File: config.mk
export PLATFORM = sky130hd
export DESIGN_NAME = nes_frame_sched
export DESIGN_NICKNAME = d
export VERILOG_FILES = /design/src/rtl/nes_sched_pkg.sv /design/src/rtl/nes_sync_edge.sv /design/src/rtl/nes_frame_sched.sv
export SDC_FILE = /design/constraint.sdc
export NUM_CORES = 1
export LEC_CHECK = 0
export ABC_AREA = 1
export CAP_MARGIN = 40
export CORE_ASPECT_RATIO = 1.25
export CORE_MARGIN = 3
export CORE_UTILIZATION = 53
export CTS_CLUSTER_DIAMETER = 30
export DETAILED_ROUTE_END_ITERATION = 10
export PLACE_DENSITY = 0.77
export SLEW_MARGIN = 20
export SYNTH_ARGS = -nofsm -noshare
export SYNTH_HDL_FRONTEND = slang
export SYNTH_HIERARCHICAL = 1
export SYNTH_SLANG_ARGS = --single-unit
File: constraint.sdc
create_clock -name ap_clk -period 2.5 [get_ports ap_clk]
set_input_delay 0.625 -clock ap_clk [delete_from_list [all_inputs] [get_ports ap_clk]]
set_output_delay 0.625 -clock ap_clk [all_outputs]
set_load 0.005 [all_outputs]
File: src/rtl/nes_sched_pkg.sv
// Shared types and default sizing for the NES frame scheduler.
package nes_sched_pkg;

  // Scheduler states; the encoding is also what state_dbg shows.
  typedef enum logic [1:0] {
    IDLE    = 2'd0,
    WAIT_VS = 2'd1,
    RUN     = 2'd2,
    RECOVER = 2'd3
  } sched_state_e;

  // Default sizing of the scheduler.
  localparam int DEF_SYNC_STAGES = 2;
  localparam int DEF_TIMEOUT_CYC = 4000000;
  localparam int DEF_TO_W        = 23;
  localparam int DEF_RST_PULSE   = 16;
  localparam int DEF_CNT_W       = 32;
  localparam int DEF_OVR_W       = 8;

  // Width of the core-reset pulse counter; RST_PULSE must not exceed 2**RST_W.
  localparam int RST_W = 5;

endpackage

File: src/rtl/nes_sync_edge.sv
// Multi-flop synchronizer with a falling-edge pulse on the synchronized level.
// Used for the asynchronous VGA vsync and, inverted, for the step button.
module nes_sync_edge #(
  parameter int   STAGES = 2,   // must be >= 2
  parameter logic INIT   = 1'b1 // idle level of the input, loaded at reset
) (
  input  logic clk,
  input  logic rst_n,
  input  logic din,
  output logic fall
);

  logic [STAGES-1:0] sync_q;
  logic              last_q;

  // Shift the raw input through the synchronizer and remember the last synchronized level.
  always_ff @(posedge clk or negedge rst_n) begin
    if (!rst_n) begin
      sync_q <= {STAGES{INIT}};
      last_q <= INIT;
    end else begin
      sync_q <= {sync_q[STAGES-2:0], din};
      last_q <= sync_q[STAGES-1];
    end
  end

  // One-cycle pulse when the synchronized level goes from 1 to 0.
  assign fall = last_q & ~sync_q[STAGES-1];

endmodule

File: src/rtl/nes_frame_sched.sv
// Frame scheduler between the VGA timing, the ping-pong frame buffer and the
// HLS NES core: one core frame per VGA frame, page swap on frame start,
// frame/overrun counters and a watchdog that resets a hung core.
// Optional feature macro: FRAME_STEP_EN (single-frame stepping via step/step_mode).
// Handshake: ap_start rises the cycle after a frame event is accepted and is
// held until the cycle after the core's one-cycle ap_done pulse (or a watchdog
// timeout); ap_done is only honoured while ap_start is high.
module nes_frame_sched
  import nes_sched_pkg::*;
#(
  parameter int SYNC_STAGES = DEF_SYNC_STAGES,
  parameter int TIMEOUT_CYC = DEF_TIMEOUT_CYC,
  parameter int TO_W        = DEF_TO_W,
  parameter int RST_PULSE   = DEF_RST_PULSE,
  parameter int CNT_W       = DEF_CNT_W,
  parameter int OVR_W       = DEF_OVR_W
) (
  input  logic             ap_clk,
  input  logic             ap_rst_n,
  input  logic             en,
  input  logic             vga_vs,
  input  logic             ap_done,
`ifdef FRAME_STEP_EN
  input  logic             step,
  input  logic             step_mode,
`endif
  output logic             ap_start,
  output logic             core_rst,
  output logic             rd_page,
  output logic [CNT_W-1:0] frame_cnt,
  output logic [OVR_W-1:0] ovr_cnt,
  output logic             timeout_err,
  output logic [1:0]       state_dbg
);

  localparam logic [TO_W-1:0]  WDOG_LAST = TO_W'(TIMEOUT_CYC - 1);
  localparam logic [RST_W-1:0] RST_LAST  = RST_W'(RST_PULSE - 1);

  sched_state_e      state_q, state_d;
  logic [TO_W-1:0]   wdog_q;
  logic [RST_W-1:0]  rst_cnt_q;
  logic              fs;
  logic              step_ok;

  // Strobes decoded from the current state and inputs.
  logic start_frame;  // frame accepted: swap page, (re)start core
  logic frame_done;   // core finished a frame
  logic overrun;      // vsync arrived while the core was still busy
  logic wdog_fire;    // core hung for the full watchdog window

  // Frame event: falling edge of the synchronized active-low vsync.
  nes_sync_edge #(
    .STAGES (SYNC_STAGES),
    .INIT   (1'b1)
  ) u_vs_sync (
    .clk   (ap_clk),
    .rst_n (ap_rst_n),
    .din   (vga_vs),
    .fall  (fs)
  );

`ifdef FRAME_STEP_EN
  logic step_rise;
  logic step_pend_q;

  // Rising edge of step is the falling edge of its inverse.
  nes_sync_edge #(
    .STAGES (SYNC_STAGES),
    .INIT   (1'b1)
  ) u_step_sync (
    .clk   (ap_clk),
    .rst_n (ap_rst_n),
    .din   (~step),
    .fall  (step_rise)
  );

  // Latch one step press outside RUN; a started frame consumes it.
  always_ff @(posedge ap_clk or negedge ap_rst_n) begin
    if (!ap_rst_n) begin
      step_pend_q <= 1'b0;
    end else if (start_frame) begin
      step_pend_q <= 1'b0;
    end else if (step_rise && (state_q != RUN)) begin
      step_pend_q <= 1'b1;
    end
  end

  assign step_ok = !step_mode || step_pend_q;
`else
  assign step_ok = 1'b1;
`endif

  // State register.
  always_ff @(posedge ap_clk or negedge ap_rst_n) begin
    if (!ap_rst_n) begin
      state_q <= IDLE;
    end else begin
      state_q <= state_d;
    end
  end

  // Next-state decode plus the datapath strobes that go with each transition.
  always_comb begin
    state_d     = state_q;
    start_frame = 1'b0;
    frame_done  = 1'b0;
    overrun     = 1'b0;
    wdog_fire   = 1'b0;
    case (state_q)
      IDLE: begin
        if (en) state_d = WAIT_VS;
      end
      WAIT_VS: begin
        if (!en) begin
          state_d = IDLE;
        end else if (fs && step_ok) begin
          state_d     = RUN;
          start_frame = 1'b1;
        end
      end
      RUN: begin
        if (ap_done) begin
          frame_done = 1'b1;
          // A vsync landing on the done cycle starts the next frame back-to-back.
          if (fs && en && step_ok) begin
            start_frame = 1'b1;
          end else if (en) begin
            state_d = WAIT_VS;
          end else begin
            state_d = IDLE;
          end
        end else begin
          if (fs) overrun = 1'b1;
          if (wdog_q == WDOG_LAST) begin
            wdog_fire = 1'b1;
            state_d   = RECOVER;
          end
        end
      end
      RECOVER: begin
        if (rst_cnt_q == RST_LAST) state_d = WAIT_VS;
      end
      default: state_d = IDLE;
    endcase
  end

  // Moore outputs: start is held for the whole of RUN, core reset for the whole of RECOVER.
  always_comb begin
    ap_start  = (state_q == RUN);
    core_rst  = (state_q == RECOVER);
    state_dbg = state_q;
  end

  // Page select, counters, sticky timeout flag, watchdog and reset-pulse timers.
  always_ff @(posedge ap_clk or negedge ap_rst_n) begin
    if (!ap_rst_n) begin
      rd_page     <= 1'b0;
      frame_cnt   <= '0;
      ovr_cnt     <= '0;
      timeout_err <= 1'b0;
      wdog_q      <= '0;
      rst_cnt_q   <= '0;
    end else begin
      if (start_frame) rd_page <= ~rd_page;
      if (frame_done) frame_cnt <= frame_cnt + CNT_W'(1);
      if (overrun && (ovr_cnt != '1)) ovr_cnt <= ovr_cnt + OVR_W'(1);
      if (wdog_fire) timeout_err <= 1'b1;
      if ((state_q != RUN) || start_frame) begin
        wdog_q <= '0;
      end else begin
        wdog_q <= wdog_q + TO_W'(1);
      end
      if (state_q != RECOVER) begin
        rst_cnt_q <= '0;
      end else begin
        rst_cnt_q <= rst_cnt_q + RST_W'(1);
      end
    end
  end

endmodule

# ---- Word level (Yosys, flattened, before mapping)
# Cells that the tools add are included.
dict set report totals {
  reg_bits 75
  in_bits 5
  out_inout_bits 46
  word_cells 57
}
dict set report classes {
  add_sub_neg 4
  n_eq_ne 13
  mux 23
  n_bitwise 3
  n_reduce_logical 5
}
# cell n
set ops {}
lappend ops {{adder 32 x 1 -> 32 bit, second input constant} 1}
lappend ops {{adder 23 x 1 -> 23 bit, second input constant} 1}
lappend ops {{== test 23 x 22 -> 1 bit, second input constant} 1}
lappend ops {{2-to-1 mux 23 bit} 1}
lappend ops {{2-to-1 mux 2 bit} 7}
lappend ops {{2-to-1 mux 1 bit} 12}
lappend ops {{adder 8 x 1 -> 8 bit, second input constant} 1}
lappend ops {{!= test 8 bit, second input constant} 1}
lappend ops {{one-hot mux 2 bit (4 select lines)} 1}
lappend ops {{!= test 2 bit, second input constant} 3}
lappend ops {{!= test 3 bit, second input constant} 2}
lappend ops {{adder 5 x 1 -> 5 bit, second input constant} 1}
lappend ops {{== test 5 x 4 -> 1 bit, second input constant} 1}
lappend ops {{2-to-1 mux 5 bit} 1}
lappend ops {{AND reduction 5 bit} 1}
lappend ops {{== test 2 bit, second input constant} 2}
lappend ops {{!= test 3 x 2 -> 1 bit, second input constant} 1}
lappend ops {{== test 2 x 1 -> 1 bit, second input constant} 1}
lappend ops {{logical AND 1 bit} 2}
lappend ops {{zero test 2 bit} 1}
lappend ops {{!= test 2 x 1 -> 1 bit, second input constant} 1}
lappend ops {{NOT 1 bit} 2}
lappend ops {{one-hot mux 1 bit (2 select lines)} 1}
lappend ops {{bitwise AND 1 bit} 1}
lappend ops {{logical OR 1 bit} 1}

# ---- Depth between registers and ports, before layout
dict set report logic_depth {
  depth_word 8
  depth_mapped 10
  depth_no_buf 10
}

# ---- Cells and area by module
# The synthesis kept the hierarchy.
# module n_inst cells_each area_per_inst_um2 seq_area_each_um2
set modules_own_cells {}
lappend modules_own_cells {nes_frame_sched 1 491 3995.1 1801.7}
lappend modules_own_cells {nes_sync_edge 1 5 88.8 78.8}

# ---- Worst setup path after synthesis
# Ideal clock, no wire load.
dict set report synth_path {
  kind {flip-flop to flip-flop}
  start {reg state_q[0], in the netlist state_dbg[0]}
  end {reg frame_cnt[25]}
  setup_ps 125
  arrival_ps 1523
  t_required_ps 2375
  slack_ps 852
  stages_incl_launch_ff 10
  n_path_buf 1
  period_less_slack_ps 1648
  path_cell_list {dfrtp_1 inv_1 ha_1 nand2_4 nor2_8 nand3_4 nor2_4 buf_8 nand2_4 xnor2_2}
}
dict set report synth_via {
  elab_chain_cells 2
}
# element line
set synth_lines {}
lappend synth_lines {{start, declared} nes_frame_sched.sv:39} ;# sched_state_e state_q, state_d;
lappend synth_lines {{start signal, assigned} nes_frame_sched.sv:98} ;# state_q <= state_d;
lappend synth_lines {{== test 2 bit} -}
lappend synth_lines {{named net ap_start} nes_frame_sched.sv:27} ;# output logic ap_start,
lappend synth_lines {{2-to-1 mux 1 bit} nes_frame_sched.sv:109} ;# case (state_q)
lappend synth_lines {{end signal, assigned} nes_frame_sched.sv:165} ;# if (frame_done) frame_cnt <= frame_cnt + CNT_W'(1);
lappend synth_lines {{end, declared} nes_frame_sched.sv:30} ;# output logic [CNT_W-1:0] frame_cnt,
# The timed path passes the listed nets, and every way through them passes these cells.
# A chain may end at the register's enable or synchronous reset.

# ---- Final worst setup path
dict set report layout_path {
  start {reg state_q[0], in the netlist state_dbg[0]}
  end {out ap_start}
}
dict set report layout_via {
  elab_chain_cells 1
}
# element line
set layout_lines {}
lappend layout_lines {{== test 2 bit} nes_frame_sched.sv:149} ;# ap_start = (state_q == RUN);
lappend layout_lines {{end, declared} nes_frame_sched.sv:27}
# No other way between the ends.

==> metrics.csv <==
metric,value,unit
crit_type,reg2out,
multiInputGateArea,1910,µm²
synth_edf_count,0,
cts.repair.resized,0,
rsz0062_at_grt,no,
drc,0,
coreArea,7440,µm²
avgRoutedWirePerCell,12.7,µm
finalHoldViolCount,0,
h-tree-depth,3,
clkTransAtPathRegs,80,ps
row_count,35,
p_leak,2.26,nW
async_reset_ff_frac,1.00,
synth_xor_area_frac,0.0720,
post-place-cells,637,
status,"finished, final reports clean",
gp_congestion,0.924,
start_util,0.549,
layout-drive-gt1-share,0.114,
worstPathArrival,1710,ps
synth-compound-area-share,0.0282,
finalCritPeriodShare,0.933,
nNetsFinal,570,
grt_overflow,0,
die_x,84.5,µm
grtUsageTotal,0.203,
numCtsBuffers,9,
synth_top_family_by_area,simple AND/OR/NAND/NOR gates,
synthTopCellsByArea,"dfrtp_1, nand2_1, nor2_1",
synth_seq_area_share,0.460,
grt_pass1_vias,3325,
drt_wl_total,8320,µm
grt_pass1_wl,14600,µm
drtIter0Drc,112,
fin_hold_ws,261,ps
synth_top_cell_area_share,0.441,
startpoint_type,register,
yosys_warnings,6,
fin_crit,2330,ps
finalMaxSlewViolations,0,
power.density,563,nW/µm²
dominantRegCellSynth,dfrtp_1,
seq_area,1880,µm²
diodes,0,
min_path_type,in2async,
skew,10.1,ps
irDropWorstVdd,456,µV
syn2layout_area_growth,19.9,%
grt_max_degree,43,
vias,3300,
synth_mux_area_frac,0,
clock-root-buffer,clkbuf_8,
synthesis.area,4080,µm²
dieArea,8800,µm²
cts_tree,built,
yosys.area.top_type,dfrtp_1,
cp_data_required_time,1880,ps
yosys.cell_count.top_type,nand2_1,
fin_util,0.658,
slew_headroom,0.646,
clk_path_buf_depth,2,
cp-end-kind,output port,
yosys-top-cells-count,"nand2_1, nor2_1, dfrtp_1, inv_1, nand3_1",
synth_area_per_cell,8.23,µm²
drv_cap,0,
port_buffers,50,
crit_fanout,5,
antenna_found_initial,0,
place_hpwl,6220,µm
die_h,104,µm
syn_nets,510,
setup_viol,0,
cts_setup_buffers,0,
drt_pass1_iterations,4,
vias_per_cell,5.05,
nFillCells,636,
synthCells,496,
final_antenna_net_count,0,
synth_fa_ha_area_frac,0.0276,
ys_types,35,
cts_sinks,75,
holdBufCountCts,0,
finalSetupTns,0,ps
synthSimpleGateAreaFrac,0.341,
max_freq,0.429,GHz
finalNonFillerCells,653,
ys_ff_latch,75,
clk_latency,350,ps
worstMarginPinSlew,532,ps
ios,51,
cell type report:
| class | instances | share of cell area |
|---|---|---|
| Clock inverter | 5 | 0.0125 |
| Inverter | 69 | 0.0529 |
| Multi-Input combinational cell | 349 | 0.391 |
| Tap cell | 92 | 0.0235 |
| Timing Repair Buffer | 52 | 0.107 |
| Clock buffer | 11 | 0.0289 |
| Sequential cell | 75 | 0.384 |
layer usage:
layer	share of wire	global-route usage	vias up	routed length, µm
met2	0.51	0.353	54	4280
met1	0.44	0.248	1577	3630
li1	-	-	1652	-
met3	0.026	0.0365	17	215
met4	0.024	0.0747	0	200
met5	0	0	-	0
worst max-delay path: stages, from the launching register on:
cell	delay, ps
dfrtp_1	440
inv_1	100
ha_1	280
clkdlybuf4s50_1	540
registers in the layout (all words and copies together), names as in the netlist:
signal,flops
rd_page,1
timeout_err,1
wdog_q,23
frame_cnt,32
state_dbg,2
u_vs_sync/sync_q,2
u_vs_sync/last_q,1
rst_cnt_q,5
ovr_cnt,8
metrics by stage:
stage | setup WS, ps | total power, mW | area [µm²]
after CTS | 147 | 2.79 | 4900
after global placement | 281 | 1.81 | 4690
after detailed placement | 226 | 1.82 | 4690
after global routing | 44.4 | 2.90 | 4900
after floorplan | 852 | 1.61 | 4080
final | 168 | 2.75 | 4900
placed cells by master, fill, tap and decap left out, types with 10 or more instances in the layout:
cell             count
clkbuf_8            10
clkdlybuf4s50_1     49
dfrtp_1             72
inv_1               66
nand2_1            121
nand3_1             27
nand4_1             11
nor2_1              74
nor2_4              11
nor3_1              16
xnor2_1             17
xor2_1              11
worst paths after layout:
path | from | end | slack (ps) | depth (start not counted)
max | state_dbg[0] | ap_start | 170 | 3
min in group ap_clk | u_vs_sync/sync_q[0] | u_vs_sync/sync_q[1] | 360 | 0
max in group asynchronous | ap_rst_n | frame_cnt[11] | 1670 | 2
max reg2reg | state_dbg[0] | frame_cnt[31] | 570 | 9
min | ap_rst_n | wdog_q[7] | 260 | 1
min reg2reg | u_vs_sync/sync_q[0] | u_vs_sync/sync_q[1] | 360 | 0
where the power goes:
part	total, mW	leakage (nW)	internal, mW	switching [mW]
Clock	0.960	0.0922	0.492	0.468
Sequential	1.36	1.01	1.28	0.0732
Combinational	0.439	1.15	0.212	0.227
Total	2.75	2.26	1.99	0.768
logic make-up after synthesis:
family,after synthesis
flip-flops,75
AND/OR/NAND/NOR,289
buffers and inverters,72
adder cells (fa/ha/maj),9
XOR/XNOR,31
AO/OA/AOI/OAI,20
No activity file was read; power rests on OpenSTA's default activity.
